==> src/rtl/alu_sequencer_if.sv <==
// Host request/response and ALU drive/return bundle for alu_sequencer.
// slave modport is the sequencer's view; master is the host-plus-ALU environment.
// Signal names follow the block's pin list so waveforms map one-to-one.
interface alu_sequencer_if;
  logic        in_valid;
  logic        in_ready;
  logic [3:0]  in_opcode;
  logic [15:0] in_a;
  logic [15:0] in_b;
  logic        out_valid;
  logic        out_ready;
  logic [15:0] out_result;
  logic        out_cf;
  logic [3:0]  out_opcode;
  logic        alu_enable;
  logic [15:0] alu_data_a;
  logic [15:0] alu_data_b;
  logic [3:0]  alu_opcode;
  logic [15:0] alu_results;
  logic        alu_cf;

  modport slave (
    input  in_valid, in_opcode, in_a, in_b, out_ready, alu_results, alu_cf,
    output in_ready, out_valid, out_result, out_cf, out_opcode,
           alu_enable, alu_data_a, alu_data_b, alu_opcode
  );

  modport master (
    output in_valid, in_opcode, in_a, in_b, out_ready, alu_results, alu_cf,
    input  in_ready, out_valid, out_result, out_cf, out_opcode,
           alu_enable, alu_data_a, alu_data_b, alu_opcode
  );
endinterface

==> src/rtl/alu_sequencer.sv <==
// Purpose: queue host ALU requests in a small FIFO, issue one at a time to the ALU, return result+carry.
// Latency: push edge to out_valid = ALU_LAT+2 cycles when idle; throughput one op per ALU_LAT+2 cycles.
// Backpressure: in_ready drops when the FIFO is full; a held result (out_valid && !out_ready) stalls issue.
module alu_sequencer #(
  parameter int ALU_LAT = 2,   // 1..15, WAIT cycles before capturing the ALU outputs
  parameter int DEPTH   = 4    // power of two
) (
  input  logic            i_clk,
  input  logic            i_rst_n,
  alu_sequencer_if.slave  bus,
  output logic            o_busy,
  output logic [7:0]      o_op_count
);

  localparam int          AW     = $clog2(DEPTH);
  localparam logic [AW:0] C_FULL = (AW+1)'(DEPTH);
  localparam logic [3:0]  C_LAT  = 4'(ALU_LAT);

  typedef enum logic [1:0] {S_IDLE, S_ISSUE, S_WAIT, S_HOLD} state_t;

  // FIFO entry: opcode in the top nibble, then operand A, then operand B
  logic [35:0]   r_mem [DEPTH];
  logic [AW-1:0] r_wr_ptr;
  logic [AW-1:0] r_rd_ptr;
  logic [AW:0]   r_count;

  state_t        r_state;
  logic [3:0]    r_wait_cnt;
  logic          r_alu_enable;
  logic [15:0]   r_alu_data_a;
  logic [15:0]   r_alu_data_b;
  logic [3:0]    r_alu_opcode;
  logic          r_out_valid;
  logic [15:0]   r_out_result;
  logic          r_out_cf;
  logic [3:0]    r_out_opcode;
  logic [7:0]    r_op_count;

  logic          w_push;
  logic          w_pop;
  logic          w_nonempty;
  logic [35:0]   w_head;

  // in_ready depends only on the count register, so it never combinationally follows in_valid
  assign bus.in_ready = (r_count != C_FULL);
  assign w_push       = bus.in_valid && bus.in_ready;
  assign w_pop        = (r_state == S_ISSUE);
  assign w_nonempty   = (r_count != '0);
  assign w_head       = r_mem[r_rd_ptr];

  // Entry storage; contents are only observed through the count, so no reset is needed
  always_ff @(posedge i_clk) begin
    if (w_push) r_mem[r_wr_ptr] <= {bus.in_opcode, bus.in_a, bus.in_b};
  end

  // Pointers and occupancy; a simultaneous push and pop leaves the count unchanged
  always_ff @(posedge i_clk or negedge i_rst_n) begin
    if (!i_rst_n) begin
      r_wr_ptr <= '0;
      r_rd_ptr <= '0;
      r_count  <= '0;
    end else begin
      if (w_push) r_wr_ptr <= r_wr_ptr + 1'b1;
      if (w_pop)  r_rd_ptr <= r_rd_ptr + 1'b1;
      case ({w_push, w_pop})
        2'b10:   r_count <= r_count + 1'b1;
        2'b01:   r_count <= r_count - 1'b1;
        default: r_count <= r_count;
      endcase
    end
  end

  // Issue/wait/hold sequencer; ALU operands load on entry to ISSUE and hold until the next issue
  always_ff @(posedge i_clk or negedge i_rst_n) begin
    if (!i_rst_n) begin
      r_state      <= S_IDLE;
      r_wait_cnt   <= '0;
      r_alu_enable <= 1'b0;
      r_alu_data_a <= '0;
      r_alu_data_b <= '0;
      r_alu_opcode <= '0;
      r_out_valid  <= 1'b0;
      r_out_result <= '0;
      r_out_cf     <= 1'b0;
      r_out_opcode <= '0;
      r_op_count   <= '0;
    end else begin
      r_alu_enable <= 1'b0;
      case (r_state)
        S_IDLE: begin
          if (w_nonempty) begin
            r_state      <= S_ISSUE;
            r_alu_enable <= 1'b1;
            {r_alu_opcode, r_alu_data_a, r_alu_data_b} <= w_head;
          end
        end
        S_ISSUE: begin
          r_wait_cnt <= C_LAT;
          r_state    <= S_WAIT;
        end
        S_WAIT: begin
          r_wait_cnt <= r_wait_cnt - 4'd1;
          if (r_wait_cnt == 4'd1) begin
            r_out_result <= bus.alu_results;
            r_out_cf     <= bus.alu_cf;
            r_out_opcode <= r_alu_opcode;
            r_out_valid  <= 1'b1;
            r_state      <= S_HOLD;
          end
        end
        S_HOLD: begin
          if (bus.out_ready) begin
            r_out_valid <= 1'b0;
            r_op_count  <= r_op_count + 8'd1;
            if (w_nonempty) begin
              r_state      <= S_ISSUE;
              r_alu_enable <= 1'b1;
              {r_alu_opcode, r_alu_data_a, r_alu_data_b} <= w_head;
            end else begin
              r_state <= S_IDLE;
            end
          end
        end
        default: r_state <= S_IDLE;
      endcase
    end
  end

  assign bus.alu_enable = r_alu_enable;
  assign bus.alu_data_a = r_alu_data_a;
  assign bus.alu_data_b = r_alu_data_b;
  assign bus.alu_opcode = r_alu_opcode;
  assign bus.out_valid  = r_out_valid;
  assign bus.out_result = r_out_result;
  assign bus.out_cf     = r_out_cf;
  assign bus.out_opcode = r_out_opcode;
  assign o_op_count     = r_op_count;
  assign o_busy         = (r_state != S_IDLE) || w_nonempty;

endmodule

==> src/flat_wrapper.sv <==
// flat-port wrapper written by rule: the top's interface ports become plain ports
module alu_sequencer_flat 
#(
  parameter int ALU_LAT = 2,                                                         
  parameter int DEPTH   = 4                   
)
  (i_clk, i_rst_n, o_busy, o_op_count, bus_in_valid, bus_in_opcode, bus_in_a, bus_in_b, bus_out_ready, bus_alu_results, bus_alu_cf, bus_in_ready, bus_out_valid, bus_out_result, bus_out_cf, bus_out_opcode, bus_alu_enable, bus_alu_data_a, bus_alu_data_b, bus_alu_opcode);
  alu_sequencer_if bus_i ();
  input  logic i_clk;
  input  logic i_rst_n;
  output logic o_busy;
  output logic [7:0] o_op_count;
  input wire logic [$bits(bus_i.in_valid)-1:0] bus_in_valid;
  input wire logic [$bits(bus_i.in_opcode)-1:0] bus_in_opcode;
  input wire logic [$bits(bus_i.in_a)-1:0] bus_in_a;
  input wire logic [$bits(bus_i.in_b)-1:0] bus_in_b;
  input wire logic [$bits(bus_i.out_ready)-1:0] bus_out_ready;
  input wire logic [$bits(bus_i.alu_results)-1:0] bus_alu_results;
  input wire logic [$bits(bus_i.alu_cf)-1:0] bus_alu_cf;
  output wire logic [$bits(bus_i.in_ready)-1:0] bus_in_ready;
  output wire logic [$bits(bus_i.out_valid)-1:0] bus_out_valid;
  output wire logic [$bits(bus_i.out_result)-1:0] bus_out_result;
  output wire logic [$bits(bus_i.out_cf)-1:0] bus_out_cf;
  output wire logic [$bits(bus_i.out_opcode)-1:0] bus_out_opcode;
  output wire logic [$bits(bus_i.alu_enable)-1:0] bus_alu_enable;
  output wire logic [$bits(bus_i.alu_data_a)-1:0] bus_alu_data_a;
  output wire logic [$bits(bus_i.alu_data_b)-1:0] bus_alu_data_b;
  output wire logic [$bits(bus_i.alu_opcode)-1:0] bus_alu_opcode;
  assign bus_i.in_valid = bus_in_valid;
  assign bus_i.in_opcode = bus_in_opcode;
  assign bus_i.in_a = bus_in_a;
  assign bus_i.in_b = bus_in_b;
  assign bus_i.out_ready = bus_out_ready;
  assign bus_i.alu_results = bus_alu_results;
  assign bus_i.alu_cf = bus_alu_cf;
  assign bus_in_ready = bus_i.in_ready;
  assign bus_out_valid = bus_i.out_valid;
  assign bus_out_result = bus_i.out_result;
  assign bus_out_cf = bus_i.out_cf;
  assign bus_out_opcode = bus_i.out_opcode;
  assign bus_alu_enable = bus_i.alu_enable;
  assign bus_alu_data_a = bus_i.alu_data_a;
  assign bus_alu_data_b = bus_i.alu_data_b;
  assign bus_alu_opcode = bus_i.alu_opcode;
  alu_sequencer #(.ALU_LAT(ALU_LAT), .DEPTH(DEPTH)) u_core (.i_clk(i_clk), .i_rst_n(i_rst_n), .bus(bus_i), .o_busy(o_busy), .o_op_count(o_op_count));
endmodule
==> config.mk <==
export PLATFORM = sky130hd
export DESIGN_NAME = alu_sequencer_flat
export DESIGN_NICKNAME = d
export VERILOG_FILES = /design/src/rtl/alu_sequencer_if.sv /design/src/rtl/alu_sequencer.sv /design/src/flat_wrapper.sv
export SDC_FILE = /design/constraint.sdc
export NUM_CORES = 1
export LEC_CHECK = 0
export ABC_AREA = 1
export BUFFER_PORTS_ARGS = -buffer_cell sky130_fd_sc_hd__buf_2
export CAP_MARGIN = 20
export CORE_ASPECT_RATIO = 1.2
export CORE_MARGIN = 5
export CORE_UTILIZATION = 44
export DETAILED_ROUTE_END_ITERATION = 16
export SYNTH_ARGS = -nofsm -noshare
export SYNTH_HDL_FRONTEND = slang
export SYNTH_SLANG_ARGS = --single-unit
==> constraint.sdc <==
create_clock -name i_clk -period 3.9 [get_ports i_clk]
set_input_delay 0.78 -clock i_clk [delete_from_list [all_inputs] [get_ports i_clk]]
set_output_delay 0.78 -clock i_clk [all_outputs]
set_load 0.1 [all_outputs]
* Yosys cells after proc, flatten, opt, wreduce, memory -nomap -nowiden
Memory sizes are Yosys's and may differ from the RTL's. Index checks and enable logic that the tools add are counted.
Word-level totals: register bits 80, RAM bits 144, bits of input ports 57, output and inout bits 69, logic and storage cells 69, memories 1
Cells by class: add/subtract/negate cells 6, equality and inequality tests 10, mux-type cells 24, reductions and logical operators 14
Memories:
- u_core.r_mem | depth 4, width 36, read ports 1, clocked after memory_dff 0, write ports 1, line alu_sequencer.sv:22 | logic [35:0] r_mem [DEPTH];
Operators by type and width (number):
- $mux 16 | 4
- $pmux 16 s2 | 2
- $pmux 4 s2 | 2
- $reduce_bool 2->1 | 5
- $add 8x1->8 const B | 1
- $mux 4 | 2
- $pmux 2 s4 | 1
- $mux 1 | 7
- $eq 2x2->1 const B | 3
- $mux 2 | 3
- $pmux 3 s2 | 1
- $reduce_and 2->1 | 3
- $reduce_and 3->1 | 2
- $add 2x1->2 const B | 2
- $eq 2x1->1 const B | 2
- $eq 4x1->1 const B | 1
- $ne 2x1->1 const B | 2
- $pmux 1 s2 | 2
- $sub 4x1->4 const B | 1
- $add 3x1->3 const B | 1
- $ne 3x3->1 const B | 1
- $reduce_bool 3->1 | 1
- $sub 3x1->3 const B | 1
- $logic_not 2->1 | 1
- 3 further kinds | 3

* Logic depth before layout (Yosys ltp)
Gate-level depths: netlist of run 1.
depth after elaboration 4, depth in mapped cells 9, depth with buffers taken out 9

* Least setup slack after synthesis of run 1
No wires, ideal clock.
path kind register -> register, start point register u_core.r_count[0], end point memory u_core.r_mem[0][0], enable pin, setup time 429 ps, arrival 3053 ps, required time 3471 ps, setup slack 418 ps, cell stages (with the launch flop) 5, buffers on the path 0, period minus slack after synthesis 3482 ps, cells stage by stage dfrtp_1 nor2_2 nand2_1 nand2_1 nor2_1
On the way: word-level cells in the longest chain between the ends 4
Ends and longest elaborated chain:
- start: declaration | line alu_sequencer.sv:25 | logic [AW:0] r_count;
- start signal: assignment | line alu_sequencer.sv:66 | 2'b10: r_count <= r_count + 1'b1;
- start signal: assignment | line alu_sequencer.sv:67 | 2'b01: r_count <= r_count - 1'b1;
- start signal: assignment | line alu_sequencer.sv:68 | default: r_count <= r_count;
- $ne 3x3->1 | line alu_sequencer.sv:45 | assign bus.in_ready = (r_count != C_FULL);
- via bus_in_ready | line flat_wrapper.sv:20 | output wire logic [$bits(bus_i.in_ready)-1:0] bus_in_ready;
- $logic_and 1x1->1 | line alu_sequencer.sv:46 | assign w_push = bus.in_valid && bus.in_ready;
- $mux 1 | line alu_sequencer.sv:53 | if (w_push) r_mem[r_wr_ptr] <= {bus.in_opcode, bus.in_a, bus.in_b};
- $mux 1 (implied by the code) | line alu_sequencer.sv:53
- end: declaration | line alu_sequencer.sv:22
The timed path passes the listed nets, and every way through them passes these cells.

* Worst setup path after layout of run 1
start point register u_core.r_state[0], end point output o_busy
On the way: word-level cells in the longest chain between the ends 2
Ends and longest elaborated chain:
- start: declaration | line alu_sequencer.sv:27 | state_t r_state;
- start signal: assignment | line alu_sequencer.sv:76 | r_state <= S_IDLE;
- start signal: assignment | line alu_sequencer.sv:92 | r_state <= S_ISSUE;
- start signal: assignment | line alu_sequencer.sv:99 | r_state <= S_WAIT;
- $reduce_bool 2->1 | line alu_sequencer.sv:138 | assign o_busy = (r_state != S_IDLE) || w_nonempty;
- $logic_or 1x1->1 | line alu_sequencer.sv:138
- end: declaration | line flat_wrapper.sv:11 | output logic o_busy;
Every way passes these cells.

==> flow_summary_export.csv, run 1 <==
group,metric,value,unit
clock_network,cts_sinks,224,
yosys,synth_compound_area_share,6.181,%
placement,place.gp.congestion,0.7249,
job,timing.max_cap.violations,0,
clock_network,cts_hold_buf,0,
clock_network,cts_tree,"built",
grt,grt_pass1_wl,30.35,mm
yosys,synth_xor_area_share,0.7814,%
clock_network,h-tree-depth,1,
detailed_routing,num_vias,5797,
hold_path,hold_path.class,"in -> async",
critical_path,critPathLaunchType,"flip-flop",
clock_network,clkTransAtPathRegs,0.06,ns
floorplan,start_util,44.43,%
yosys,syn_inst,814,
floorplan,rows,57,
finish,filler_cell_count,1793,
grt,grt_usage,15.84,%
critical_path,crit_required,3.12,ns
clock_network,ctsResizeCount,0,
timing,min_period,2.642,ns
detailed_routing,dr.first_iter.drc_count,252,
clock_network,clk_latency,0.51,ns
yosys,ys.flop_type,"edfxtp_1",
timing,period_share,67.75,%
yosys,yosys.area_share.simple,16.31,%
critical_path,path_max_fanout,5,
floorplan,fp.coreArea,0.02018,mm2
yosys,synth_area,0.008967,mm2
clock_network,cts_buffer_depth,3,
placement,io_buffer_count,125,
detailed_routing,finalWirelength,18.60,mm
floorplan,dieArea,0.02335,mm2
yosys,synthTopCellsByArea,"edfxtp_1 48%, dfrtp_1 22%, nand2_1 8.2%",
grt,grt_max_degree,75,
floorplan,die_x,140.3,um
yosys,synth_area_per_cell,11.02,um2
yosys,synth_mux_area_share,0,%
detailed_routing,wl_per_cell,15.22,um
floorplan,pin_count,126,
grt,gr-total-overflow,0,
detailed_routing,drc,0,
yosys,ys_ff_latch,224,
yosys,synth_top_family_by_area,"simple AND/OR/NAND/NOR gates",
detailed_routing,dr.pass1.iters,4,
clock_network,cts_setup_buffers,0,
yosys,netlist-cell-type-count,30,
clock_network,cts_root_buf,"clkbuf_16",
grt,grt_pass1_vias,5889,
clock_network,cts_buffers,23,
timing,rsz0062_at_grt,"false",
yosys,synth_top_area_share,48.22,%
detailed_routing,routed_via_density,4.744,
grt,antenna_found_initial,3,
yosys,yosysWarnings,0,
critical_path,critical_path.endpoint_type,"output pin",
finish,final_nets,1010,
floorplan,fp.dieH,166.4,um
critical_path,worstPathArrival,1.86,ns
yosys,synthArstFlopShare,35.71,%
detailed_routing,antenna_left,0,
timing,fin_skew,0.01744,ns
timing,hold_viol_final,0,
timing,tns,0,ns
placement,place_hpwl,11.38,mm
timing,fmax,0.3784,GHz
finish,drive_gt1_share,19.35,%
yosys,synth_fp_nets,885,
timing,setup_viol,0,
critical_path,reg2regPathDepth,5,
yosys,synth_top_cell_by_area,"edfxtp_1",
timing,timing.final.max_slew_violations,0,
yosys,synthAdderAreaFrac,2.037,%
timing,slew_headroom,42.29,%
timing,worstMarginPinSlew,0.8637,ns
yosys,ys_seq_area_share,70.55,%
critical_path,critPathKind,"reg -> out",
finish,area_delta_synth_final,17.90,%
outcome,status,"complete, no violations",
critical_path,r2r_slack,1.63,ns
yosys,synth_edf_count,144,
==> Yosys cell counts (2+ instances only) <==
cell type and count:
clkbuf_1 14, xor2_1 7, nand3_1 8, nand4_1 2, buf_2 14, o21ai_0 101, inv_2 3, inv_1 47
ha_1 13, buf_4 2, dfrtp_1 80, edfxtp_1 144, a21oi_1 4, a31oi_1 2, nand2_2 3, nor2_1 159
nand2_1 197, buf_6 2
==> area by class of cell <==
| type | count | area (um2) | share of cell area [%] |
|---|---|---|---|
| clock inverters | 7 | 42.54 | 0.4024 |
| repair buffers | 133 | 700.7 | 6.627 |
| clock buffers | 35 | 670.6 | 6.343 |
| well taps | 265 | 331.6 | 3.136 |
| flip-flops and latches | 224 | 6329 | 59.86 |
| multi-input cells | 506 | 2300 | 21.75 |
| inverters | 51 | 196.4 | 1.858 |
| diodes | 1 | 2.502 | 0.02367 |
==> state kept, by name (all words and copies together) (netlist names) <==
signal / flops
u_core.bus.alu_data_a: 16
u_core.bus.alu_data_b: 16
u_core.bus.alu_enable: 1
u_core.bus.alu_opcode: 4
u_core.bus.out_cf: 1
u_core.bus.out_opcode: 4
u_core.bus.out_result: 16
u_core.bus.out_valid: 1
u_core.o_op_count: 8
u_core.r_count: 3
u_core.r_mem: 144
u_core.r_rd_ptr: 2
u_core.r_state: 2
u_core.r_wait_cnt: 4
u_core.r_wr_ptr: 2
==> final timing paths <==
kind | startpoint | to
setup / recovery | u_core.r_state[0]$_DFFE_PN0P_ | o_busy
hold / removal | i_rst_n | u_core.o_op_count[3]$_DFFE_PN0P_
setup reg to reg | u_core.r_count[0]$_DFFE_PN0P_ | u_core.r_mem[1][32]$_DFFE_PP_
hold reg to reg | u_core.bus.alu_data_b[11]$_DFFE_PN0P_ | u_core.bus.alu_data_b[11]$_DFFE_PN0P_
max in group asynchronous | i_rst_n | u_core.bus.out_result[12]$_DFFE_PN0P_
min in group i_clk | u_core.bus.alu_data_b[11]$_DFFE_PN0P_ | u_core.bus.alu_data_b[11]$_DFFE_PN0P_
==> worst max-delay path, stage by stage, from the launching register on <==
cell	delay, ns
dfrtp_1	0.41
inv_1	0.11
ha_1	0.25
nand3_1	0.13
buf_2	0.45
==> logic make-up after synthesis <==
group / after synthesis
compound gates: 109
xor+xnor: 8
fa+ha+maj: 14
buf+inv: 84
flops: 224
simple gates: 375
==> per-stage QoR <==
step	utilization, %	setup WS [ns]	cell area, um2	hold WS, ns	instances
CTS	52.27	1.220	10550	0.3491	1220
detailed placement	48.74	1.239	9837	0.4601	1178
global route	52.38	1.118	10570	0.3747	1222
global placement	48.74	1.264	9837	0.4610	1178
finish	52.38	1.258	10570	0.3263	1222
floorplan	-	0.4176	8967	0.4844	814
==> layout by cell type, fill, tap and decap left out, types with 8 or more instances in the layout <==
cell,n
buf_2,124
buf_4,8
clkbuf_16,23
dfrtp_1,78
edfxtp_1,144
ha_1,13
inv_1,46
nand2_1,197
nand3_1,8
nor2_1,155
o21ai_0,101
==> per-layer routing <==
layer / vias up / track usage (%) / routed length (um) / share of wire, %
met2: 148 / 26.17 / 8814 / 47
met3: 33 / 3.283 / 1137 / 6.1
met1: 2687 / 21.21 / 8237 / 44
li1: 2925 / - / - / -
met5: - / 0 / 21 / 0.11
met4: 4 / 4.635 / 388 / 2.1
Power of run 1 is left out: the tool's default activity adds up to more than one toggle a clock period on the data nets, which glitch-free logic cannot reach.
==> run 2, diff against run 1 <==
--- a/config.mk
+++ b/config.mk
@@ -5,7 +5,7 @@
 export SDC_FILE = /design/constraint.sdc
 export NUM_CORES = 1
 export LEC_CHECK = 0
-export ABC_AREA = 1
+export ABC_AREA = 0
 export BUFFER_PORTS_ARGS = -buffer_cell sky130_fd_sc_hd__buf_2
 export CAP_MARGIN = 20
 export CORE_ASPECT_RATIO = 1.2
==> constraint.sdc (replaced) <==
create_clock -name i_clk -period 2.51 [get_ports i_clk]
set_input_delay 0.502 -clock i_clk [delete_from_list [all_inputs] [get_ports i_clk]]
set_output_delay 0.502 -clock i_clk [all_outputs]
set_load 0.1 [all_outputs]
==> run 2 against run 1 <==
  * Register-to-register slack lost 1.2 ns
  * Sequential share of layout area grew 1.2 points
  * Non-clock buffer count grew 6
  * Clock skew shrank 0.0072 ns
  * Critical path type unchanged
  * Critical endpoint unchanged
==> flow_summary_export.csv, run 2 <==
group,metric,value,unit
outcome,status,"complete, no violations",
floorplan,pin_count,126,
critical_path,worstPathArrival,1.85,ns
yosys,ys_seq_area_share,73.55,%
finish,area_delta_synth_final,20.51,%
detailed_routing,routed_via_density,5.033,
yosys,synth_mux_area_share,17.86,%
clock_network,h-tree-depth,1,
timing,rsz0062_at_grt,"false",
grt,gr-total-overflow,0,
timing,timing.final.max_slew_violations,0,
detailed_routing,antenna_left,0,
yosys,synth_xor_area_share,1.324,%
clock_network,clk_latency,0.49,ns
timing,period_share,93.83,%
yosys,syn_inst,425,
yosys,netlist-cell-type-count,36,
yosys,synth_top_area_share,50.28,%
floorplan,rows,56,
yosys,synth_common_cells,"144 x edfxtp_1, 80 x dfrtp_1, 53 x mux2_2",
yosys,synth_top_family_by_area,"multiplexers",
critical_path,path_max_fanout,6,
finish,largest_reg_flops,144,
timing,fin_skew,0.01021,ns
floorplan,die_x,137.6,um
timing,setup_viol,0,
clock_network,cts_buffer_depth,3,
finish,final_common_cell,"edfxtp_1",
timing,worstMarginPinSlew,0.5471,ns
yosys,synth_edf_count,144,
yosys,synth_fp_nets,496,
yosys,synth_compound_area_share,0.9019,%
placement,place.gp.congestion,0.6733,
timing,hold_viol_final,0,
timing,min_period,2.355,ns
placement,io_buffer_count,125,
floorplan,dieArea,0.02246,mm2
finish,regMostFlops,"u_core.r_mem",
grt,antenna_found_initial,2,
placement,place_hpwl,10.53,mm
job,timing.max_cap.violations,0,
grt,grt_usage,14.79,%
hold_path,hold_path.class,"in -> reg",
critical_path,critPathLaunchType,"flip-flop",
clock_network,cts_setup_buffers,0,
detailed_routing,dr.pass1.iters,4,
floorplan,fp.coreArea,0.01941,mm2
yosys,ys.flop_type,"edfxtp_1",
detailed_routing,num_vias,4283,
clock_network,cts_sinks,224,
finish,diodes,0,
finish,layout_common_cells,"144 x edfxtp_1, 124 x buf_2, 78 x dfrtp_1",
yosys,synthArstFlopShare,35.71,%
critical_path,crit_required,2.01,ns
yosys,synthAdderAreaFrac,2.124,%
critical_path,critical_path.endpoint_type,"output pin",
yosys,synth_area,0.008601,mm2
timing,fmax,0.4246,GHz
timing,tns,0,ns
clock_network,ctsResizeCount,0,
yosys,synth_top_cell_by_area,"edfxtp_1",
yosys,synth_area_per_cell,20.24,um2
yosys,yosysWarnings,0,
detailed_routing,dr.first_iter.drc_count,201,
detailed_routing,wl_per_cell,19.01,um
finish,drive_gt1_share,45.76,%
finish,final_nets,645,
clock_network,cts_buffers,23,
grt,grt_max_degree,56,
detailed_routing,finalWirelength,16.18,mm
yosys,synthTopCellsByArea,"edfxtp_1 50%, dfrtp_1 23%, mux4_2 9.2%",
yosys,ys_ff_latch,224,
clock_network,cts_hold_buf,1,
clock_network,cts_root_buf,"clkbuf_16",
grt,grt_pass1_wl,25.52,mm
clock_network,clkTransAtPathRegs,0.06,ns
yosys,synth.most_common_cell,"edfxtp_1",
floorplan,fp.dieH,163.2,um
timing,slew_headroom,63.52,%
finish,filler_cell_count,1574,
grt,grt_pass1_vias,4632,
floorplan,start_util,44.31,%
detailed_routing,drc,0,
clock_network,cts_tree,"built",
yosys,yosys.area_share.simple,2.357,%
critical_path,critPathKind,"reg -> out",
-- run 2: cell count changes after synthesis, moves of 5 or more --
cell,change
inv_1,-36
o21ai_0,-98
mux2_2,+53
and3_1,+5
mux4_2,+35
clkbuf_1,-12
xnor2_1,+8
buf_2,-10
nand2_1,-187
mux2_4,+7
nor2_1,-152
-- run 2: path summary, 6_finish.rpt --
check                                                  from                               endpoint  slack, ns  cells past startpoint
max                           u_core.r_state[0]$_DFFE_PN0P_                                 o_busy       0.15                      4
min                                            bus_in_a[14]          u_core.r_mem[2][30]$_DFFE_PP_       0.22                      1
max reg2reg                   u_core.r_count[0]$_DFFE_PN0P_          u_core.r_count[2]$_DFFE_PN0P_       0.41                     10
min reg2reg                u_core.o_op_count[7]$_DFFE_PN0P_       u_core.o_op_count[7]$_DFFE_PN0P_       0.47                      1
max in group asynchronous                           i_rst_n       u_core.o_op_count[6]$_DFFE_PN0P_       1.38                      3
min in group asynchronous                           i_rst_n  u_core.bus.alu_data_b[11]$_DFFE_PN0P_       0.49                      2
-- run 2: final cells by class --
class                   instances  area, um2  share of cell area (%)
multi-input cells             175       2131                   20.56
well taps                     261      326.6                   3.151
repair buffers                139      823.3                   7.943
clock inverters                 3      41.29                  0.3984
inverters                      11      41.29                  0.3984
flip-flops and latches        224       6329                   61.06
clock buffers                  38      673.1                   6.494
-- run 2: metrics by stage --
stage / hold slack (ns) / cells / utilization (%) / instance area [um2] / setup WS (ns)
detailed placement: 0.4651 / 809 / 49.67 / 9641 / 0.4143
finish: 0.2212 / 851 / 53.40 / 10360 / 0.1548
floorplan: 0.2064 / 425 / - / 8613 / 0.2621
global placement: 0.4583 / 809 / 49.67 / 9641 / 0.4766
CTS: 0.1977 / 851 / 53.40 / 10360 / 0.1516
global route: 0.1951 / 851 / 53.40 / 10360 / 0.04697
-- run 2: worst max-delay path: stages (launching register included) --
cell and delay [ns]:
dfrtp_1 0.44, inv_1 0.12, ha_1 0.25, nand2_1 0.10, buf_2 0.44
-- run 2: logic make-up (layout without fill, tap and decap cells) --
kind of cell | after synthesis | count (layout)
muxes | 98 | 98
adders and majority gates | 14 | 14
DFF | 224 | 224
and+or+nand+nor | 40 | 40
buffers and inverters | 26 | 191
AOI/OAI and AO/OA | 10 | 10
xor gates and xnor gates | 13 | 13
-- run 2: metal layers --
layer  vias up  wire (um)  global-route usage [%]
met4         4        383                   4.628
met1      2185       6634                   18.98
met2       122       8019                   25.11
met3        30       1109                   3.204
li1       1942          -                       -
met5         -         27                       0
Power of run 2 is left out for the same reason.
==> run 3, diff against run 2 <==
--- a/config.mk
+++ b/config.mk
@@ -12,6 +12,7 @@
 export CORE_MARGIN = 5
 export CORE_UTILIZATION = 44
 export DETAILED_ROUTE_END_ITERATION = 16
+export PLACE_DENSITY_LB_ADDON = 0.2
 export SYNTH_ARGS = -nofsm -noshare
 export SYNTH_HDL_FRONTEND = slang
 export SYNTH_SLANG_ARGS = --single-unit
==> run 3 against run 2 <==
  * Core utilization is 0.79 points higher
  * Sequential cell count did not move
  * Global-route usage down 0.089 points
  * Register-to-register slack better by 0.02 ns
  * Die area unchanged
  * Count of clock-buffer cells in the layout down 11
  * Design area up 1.5%
  * Via count is 0.93% lower
  * Critical path depth stayed put
  * Fmax up 1.5%
==> flow_summary_export.csv, run 3 (synthesis gave the netlist of run 2 again) <==
group,metric,value,unit
floorplan,fp.dieH,163.2,um
finish,final_common_cell,"edfxtp_1",
timing,fmax,0.4311,GHz
placement,io_buffer_count,125,
hold_path,min_path_cells,1,
critical_path,reg2regPathDepth,10,
hold_path,worstHoldStart,"bus_in_a[12]",
timing,slew_headroom,65.53,%
detailed_routing,met1_length,6.411,mm
timing,period_share,92.42,%
timing,rsz0062_at_grt,"false",
placement,place.gp.congestion,0.6805,
critical_path,r2r-start,"u_core.r_count[0]$_DFFE_PN0P_",
critical_path,critical_path.endpoint_type,"output pin",
floorplan,rows,56,
critical_path,critPathLaunchType,"flip-flop",
hold_path,hold_path.class,"in -> reg",
finish,final_area,0.01052,mm2
placement,post_dp_cell_area,0.009651,mm2
timing,min_period,2.320,ns
finish,diodes,0,
timing,worstMarginPinSlew,0.5171,ns
finish,seqCellArea,0.006329,mm2
clock_network,cts_tree,"built",
timing,timing.final.max_slew_violations,0,
detailed_routing,met3_length,1.089,mm
detailed_routing,finalWirelength,16.23,mm
hold_path,hold_end,"u_core.r_mem[1][28]$_DFFE_PP_",
clock_network,cts_root_buf,"clkbuf_16",
floorplan,dieArea,0.02246,mm2
floorplan,pin_count,126,
clock_network,cts_setup_buffers,0,
finish,multi_input_area,0.002131,mm2
clock_network,h-tree-depth,1,
finish,area_delta_synth_final,22.29,%
grt,grt_pass1_wl,25.52,mm
critical_path,r2r_end,"u_core.r_count[2]$_DFFE_PN0P_",
critical_path,critPathKind,"reg -> out",
finish,final_nets,643,
detailed_routing,routed_via_density,4.998,
finish,layout_common_cells,"144 x edfxtp_1, 124 x buf_2, 78 x dfrtp_1",
finish,regMostFlops,"u_core.r_mem",
critical_path,r2r_slack,0.43,ns
grt,grt_max_degree,37,
clock_network,cts_buffer_depth,3,
critical_path,crit_required,2.01,ns
job,timing.max_cap.violations,0,
clock_network,cts_sinks,224,
timing,setup_viol,0,
grt,grt_pass1_vias,4699,
outcome,status,"complete, no violations",
detailed_routing,dr.pass1.iters,4,
placement,place_hpwl,10.39,mm
floorplan,start_util,44.31,%
clock_network,clk_latency,0.49,ns
detailed_routing,antenna_left,0,
finish,filler_cell_count,1530,
finish,drive_gt1_share,47.28,%
critical_path,worstPathArrival,1.82,ns
grt,grt_usage,14.71,%
grt,gr-total-overflow,0,
detailed_routing,num_vias,4243,
timing,tns,0,ns
grt,antenna_found_initial,0,
detailed_routing,wl_met2,8.428,mm
floorplan,die_x,137.6,um
floorplan,fp.coreArea,0.01941,mm2
critical_path,path_max_fanout,6,
timing,hold_viol_final,0,
clock_network,clkTransAtPathRegs,0.06,ns
detailed_routing,drc,0,
clock_network,cts_buffers,23,
detailed_routing,dr.first_iter.drc_count,236,
detailed_routing,routed.top_layer,"met4",
timing,fin_skew,0.01054,ns
finish,largest_reg_flops,144,
detailed_routing,wl_per_cell,19.12,um
[run 3: per-layer routing]
layer	global-route usage [%]	vias to the layer above
met2	26.35	135
met3	2.865	22
li1	-	1938
met4	4.038	0
met5	0	-
met1	18.03	2148
[run 3: area by class of cell]
type,count,area share (%)
clock buffers,27,5.805
flip-flops and latches,224,60.17
inverters,11,0.3926
well taps,261,3.105
clock inverters,14,2.344
repair buffers,137,7.923
multi-input cells,175,20.26
[run 3: timing repair]
action / in CTS / in global routing
endpoints found under the hold margin: 27 / 0
gates resized for setup: 0 / 0
hold buffers: 1 / 0
[run 3: how the worst max path moves through the flow]
stage	endpoint	slack [ns]	cells after the start	start
after floorplan	u_core.r_count[2]$_DFFE_PN0P_	0.26	10	u_core.r_count[0]$_DFFE_PN0P_
after global placement	u_core.r_count[2]$_DFFE_PN0P_	0.56	10	u_core.r_count[0]$_DFFE_PN0P_
after detailed placement	u_core.r_count[2]$_DFFE_PN0P_	0.46	10	u_core.r_count[0]$_DFFE_PN0P_
after CTS	o_busy	0.15	4	u_core.r_state[0]$_DFFE_PN0P_
after global routing	o_busy	0.09	4	u_core.r_state[0]$_DFFE_PN0P_
final	o_busy	0.19	4	u_core.r_state[0]$_DFFE_PN0P_
[run 3: through the flow]
stage	cells	utilization, %	setup WS, ns	hold slack, ns
global route	849	54.19	0.08729	0.2054
global placement	807	49.72	0.5563	0.4567
CTS	849	54.19	0.1500	0.2032
floorplan	425	-	0.2621	0.2064
finish	849	54.19	0.1903	0.2228
detailed placement	807	49.72	0.4594	0.4704
[run 3: worst max-delay path: stages (launching register included)]
cell and delay, ns:
dfrtp_1 0.43, inv_1 0.11, ha_1 0.26, nand2_1 0.10
buf_2 0.43
Power of run 3 is left out for the same reason.
